<file path="src/rtl/mem_arbiter.sv">
// Two-requester arbiter sharing one memory port between the I-cache and D-cache.
// Define ARB_ROUND_ROBIN_EN for round-robin tie-breaking; default is D-cache fixed priority.
module mem_arbiter #(
   parameter int ADDR_W = 32,
   parameter int DATA_W = 32
) (
   input  logic              clk,
   input  logic              rst,
   input  logic [ADDR_W-1:0] i_req_addr,
   input  logic              i_req_valid,
   input  logic              i_req_wr,
   input  logic [DATA_W-1:0] i_wr_data,
   output logic [DATA_W-1:0] i_req_data,
   output logic              i_req_ready,
   input  logic [ADDR_W-1:0] d_req_addr,
   input  logic              d_req_valid,
   input  logic              d_req_wr,
   input  logic [DATA_W-1:0] d_wr_data,
   output logic [DATA_W-1:0] d_req_data,
   output logic              d_req_ready,
   output logic [ADDR_W-1:0] mem_req_addr,
   output logic [DATA_W-1:0] mem_wr_data,
   output logic              mem_req_valid,
   output logic              mem_req_wr,
   input  logic [DATA_W-1:0] mem_req_data,
   input  logic              mem_req_ready,
   output logic [1:0]        grant
);

   typedef enum logic [1:0] {IDLE, GRANT_I, GRANT_D, RELEASE} state_t;

   state_t r_state, w_next;
   logic   w_tie_d;

`ifdef ARB_ROUND_ROBIN_EN
   logic r_last_d;
   // Last served was I (or nothing since reset), so D wins the tie.
   assign w_tie_d = ~r_last_d;
`else
   assign w_tie_d = 1'b1;
`endif

   always_comb begin
      w_next = r_state;
      case (r_state)
         IDLE: begin
            if (i_req_valid && d_req_valid) w_next = w_tie_d ? GRANT_D : GRANT_I;
            else if (d_req_valid)           w_next = GRANT_D;
            else if (i_req_valid)           w_next = GRANT_I;
         end
         GRANT_I, GRANT_D: if (mem_req_ready) w_next = RELEASE;
         RELEASE:          w_next = IDLE;
         default:          w_next = IDLE;
      endcase
   end

   always_ff @(posedge clk) begin
      if (rst) begin
         r_state       <= IDLE;
         i_req_data    <= '0;
         i_req_ready   <= 1'b0;
         d_req_data    <= '0;
         d_req_ready   <= 1'b0;
         mem_req_addr  <= '0;
         mem_wr_data   <= '0;
         mem_req_valid <= 1'b0;
         mem_req_wr    <= 1'b0;
         grant         <= 2'b00;
`ifdef ARB_ROUND_ROBIN_EN
         r_last_d      <= 1'b0;
`endif
      end else begin
         r_state     <= w_next;
         i_req_ready <= 1'b0;
         d_req_ready <= 1'b0;
         case (r_state)
            IDLE: begin
               // Request is captured once on grant entry; later input changes are ignored.
               if (w_next == GRANT_I) begin
                  mem_req_addr  <= i_req_addr;
                  mem_req_wr    <= i_req_wr;
                  mem_wr_data   <= i_wr_data;
                  mem_req_valid <= 1'b1;
                  grant         <= 2'b01;
`ifdef ARB_ROUND_ROBIN_EN
                  r_last_d      <= 1'b0;
`endif
               end else if (w_next == GRANT_D) begin
                  mem_req_addr  <= d_req_addr;
                  mem_req_wr    <= d_req_wr;
                  mem_wr_data   <= d_wr_data;
                  mem_req_valid <= 1'b1;
                  grant         <= 2'b10;
`ifdef ARB_ROUND_ROBIN_EN
                  r_last_d      <= 1'b1;
`endif
               end
            end
            GRANT_I: begin
               if (mem_req_ready) begin
                  if (!mem_req_wr) i_req_data <= mem_req_data;
                  i_req_ready   <= 1'b1;
                  mem_req_valid <= 1'b0;
                  mem_req_wr    <= 1'b0;
                  grant         <= 2'b00;
               end
            end
            GRANT_D: begin
               if (mem_req_ready) begin
                  if (!mem_req_wr) d_req_data <= mem_req_data;
                  d_req_ready   <= 1'b1;
                  mem_req_valid <= 1'b0;
                  mem_req_wr    <= 1'b0;
                  grant         <= 2'b00;
               end
            end
            default: ;
         endcase
      end
   end

endmodule

</file>
<file path="config.mk">
export PLATFORM = sky130hd
export DESIGN_NAME = mem_arbiter
export DESIGN_NICKNAME = d
export VERILOG_FILES = /design/src/rtl/mem_arbiter.sv
export SDC_FILE = /design/constraint.sdc
export NUM_CORES = 1
export LEC_CHECK = 0
export CORE_AREA = 2 2 139 141
export CTS_CLUSTER_SIZE = 20
export DETAILED_ROUTE_END_ITERATION = 12
export DIE_AREA = 0 0 141 143
export MAX_ROUTING_LAYER = met4
export PLACE_DENSITY = 0.62
export SKIP_LAST_GASP = 1
export SYNTH_ARGS = -nofsm -noshare
export SYNTH_HDL_FRONTEND = slang
export SYNTH_SLANG_ARGS = --single-unit
</file>
<file path="constraint.sdc">
create_clock -name clk -period 2.44 [get_ports clk]
set_input_delay 0.244 -clock clk [delete_from_list [all_inputs] [get_ports clk]]
set_output_delay 0.244 -clock clk [all_outputs]
set_load 0.01 [all_outputs]
</file>
==> summary.md <==
| Metric | Value |
|---|---|
| Synth warn | `0` |
| Gate Count Post-Synth | `611` |
| # fillers | `1,778` |
| Port Buffers | `300` |
| Initial antenna violation count | `0` |
| ANT nets after route | `0` |
| CP Class | `register to register` |
| Tcrit/Tclk final | `92.3%` |
| CP cell instances | `inv_1, ha_2, buf_4, nor2_1, a211oi_2, ha_4, nor2b_4, buf_12, buf_12, nor2_1, a211oi_1` |
| Antenna diode count | `0` |
| Largest net degree at the start of global routing | `81` |
| Routed WL per cell | `15.1 um` |
| RSZ-0062 raised after global routing | `false` |
| TritonCTS buffer count | `17` |
| Syn nets | `784` |
| Vias in the first global route | `5,037` |
| Crit Path Max Fanout | `26` |
| Post-synth top area cell | `dfxtp_1` |
| Core footprint | `18,600 sq um` |
| Area delta synth->final | `70.2%` |
| Crit start category | `register` |
| Maxcap violations | `0` |
| CP startpoint | `r_state[1]` |
| Dpl hpwl | `13.1 mm` |
| RD Place Congestion | `0.766` |
| Skew-Pair Late Insertion Delay | `0.42 ns` |
| Nets | `1,076` |
| Clock tree buffer depth | `2` |
| Unique masters post-synth | `28` |
| Fraction of layout instances using a drive strength above 1 | `6.88%` |
| Top_reg_cell synth | `dfxtp_1` |
| First-pass GRT wire length | `26.6 mm` |
| Vias per cell | `4.56` |
| Layout Skew | `0.00810 ns` |
| CP max stage delay | `0.34 ns` |
| Total gr overflow | `0` |
| Critical path's slowest cell | `dfxtp_2` |
| Starting Density | `29.7%` |
| EDFF count, synth | `0` |
| HP Class | `input pin to register` |
| CTS sink count | `136` |
| R2R cell count | `11` |
| Commonest non-fill, non-tap cell in the layout | `clkdlybuf4s50_1` |
| Cell family with most CP delay | `buffers and inverters` |
| Hold buffers post-CTS | `0` |
| Clk pin slew, worst setup/hold paths | `0.06 ns` |
| R2R setup slack | `0.19 ns` |
| Via count | `5,246` |
| Worst Tran Pin Value | `0.892 ns` |
| Crit path required time | `2.76 ns` |
| DRT iter0 DRCs | `181` |
| Reg-to-reg startpoint | `r_state[1]` |
| Boundary pin count | `301` |
| CP endpoint kind | `register` |
| Endpoints failing setup | `0` |
| Lkg Pwr | `0.00332 uW` |
| Clk root buf | `clkbuf_16` |
| Worst hold margin | `0.407 ns` |
| VDD IR max | `0.452 mV` |
| Worst Hold Launch | `mem_req_data[28]` |
| Setup repair bufs after CTS | `0` |
| First-pass DRT Iterations | `4` |
| Final WL | `17.3 mm` |
| Hold depth | `3` |
| # DRC | `0` |
| Die Ht | `143 um` |
| Worst slew margin | `40.5%` |
| R2R Path End | `mem_wr_data[26]` |
| Asr flop ratio synth | `0%` |
| H-tree levels | `4` |
| Status | `finished clean` |
| WP depth | `11` |
| Worst Hold End | `d_req_data[28]` |
| GRT Util Overall | `17.7%` |
| PwrDens | `1180 nW/um^2` |
| Chip Width | `141 um` |
| Placement Rows | `50` |
| CTS tree | `done` |
| Register bit total from synthesis | `136` |
| Mean post-synth cell area | `9.02 sq um` |
| Mapped Area | `5510 sq um` |
| Final hold violations | `0` |
| Final worst path period need | `2.25 ns` |
| Achievable frequency | `444 MHz` |
| Sum Neg Setup Slack | `0 ns` |
| Top cells by area, synth | `dfxtp_1 49%, mux2i_1 12%, a211oi_1 9.0%` |
| Seq/Total Area, Yosys | `49.4%` |
| Arrival time at the worst endpoint | `2.57 ns` |
| Crit path buf inv count | `4` |
| Top-area cell type share of the netlist area | `49.4%` |
| Highest-count cells in the layout ignoring fill and taps | `299 x clkdlybuf4s50_1, 135 x dfxtp_1, 128 x nand2_1` |
| Die area | `20,200 sq um` |
| Pins Over Slew Limit | `0` |
[metal layers]
layer / track usage (%) / routed length (um) / vias to the layer above
met2: 29.4 / 8580 / 213
met1: 20.4 / 7300 / 2319
met3: 5.67 / 1230 / 16
met5: - / 0 / -
li1: - / - / 2698
met4: 5.21 / 216 / 0
[registers in the layout, indices dropped and copies added (netlist names)]
register	flops
mem_req_wr	1
mem_req_addr	32
d_req_ready	1
r_state	2
i_req_ready	1
mem_req_valid	1
grant	2
mem_wr_data	32
i_req_data	32
d_req_data	32
[power breakdown]
group | leakage [uW] | total (uW) | switching (uW) | internal, uW
Sequential | 0.00111 | 3040 | 266 | 2780
Clock | 0.000281 | 2510 | 1000 | 1510
Combinational | 0.00192 | 5530 | 2740 | 2800
[area by class of cell]
cell class                      instances  area (sq um)  area share (%)
Clock buffer                           18           429            4.57
Clock inverter                         14           148            1.57
Inverter                                2          7.51          0.0800
Multi-Input combinational cell        422          2490            26.6
Sequential cell                       136          2720            29.0
Tap cell                              234           293            3.12
Timing Repair Buffer                  324          3290            35.1
[through the flow]
stage	setup slack, ns	cell area, sq um	utilization, %	instances	power (uW)
global placement	0.0244	8790	47.3	1118	8600
floorplan	0.274	5510	-	611	6370
detailed placement	-0.119	8790	47.3	1118	8680
global route	0.00182	9390	50.5	1150	11900
CTS	0.0558	9370	50.4	1150	11300
finish	0.189	9390	50.5	1150	11100
[repair_timing]
item / in CTS / in global routing
endpoints found under the setup margin: 55 / 60
pin swaps: 0 / 1
gates resized for setup: 1 / 4
[worst max-delay path by stage]
stage | to
after global placement | mem_req_addr[21]
final | mem_wr_data[26]
after detailed placement | mem_req_addr[5]
after global routing | mem_wr_data[14]
after CTS | mem_wr_data[27]
after floorplan | grant[0]
[synth_stat cells, types with 2 or more instances]
master	count
dfxtp_1	136
nand2_1	128
a21oi_1	67
a211oi_1	66
nor2_1	66
mux2i_1	65
clkbuf_1	24
buf_2	11
buf_4	9
ha_1	6
buf_12	5
and3b_1	4
nor2b_1	4
o21ai_0	4
inv_1	2
nand3b_1	2
[logic make-up after synthesis]
family / after synthesis / share of synthesized area, %
multiplexers: 65 / 11.8
AO/OA/AOI/OAI: 142 / 16.2
buffers and inverters: 53 / 6.08
adder cells (fa/ha/maj): 6 / 1.36
AND/OR/NAND/NOR: 209 / 15.2
flip-flops: 136 / 49.4
[worst reg2reg max path, delay by kind of cell (launching register included)]
kind / cells / cell delay, ns
flip-flops: 1 / 0.34
adder cells (fa/ha/maj): 2 / 0.48
AND/OR/NAND/NOR: 3 / 0.23
buffers and inverters: 4 / 0.61
AO/OA/AOI/OAI: 2 / 0.51
Note: power is estimated with default switching activity, not from simulation.
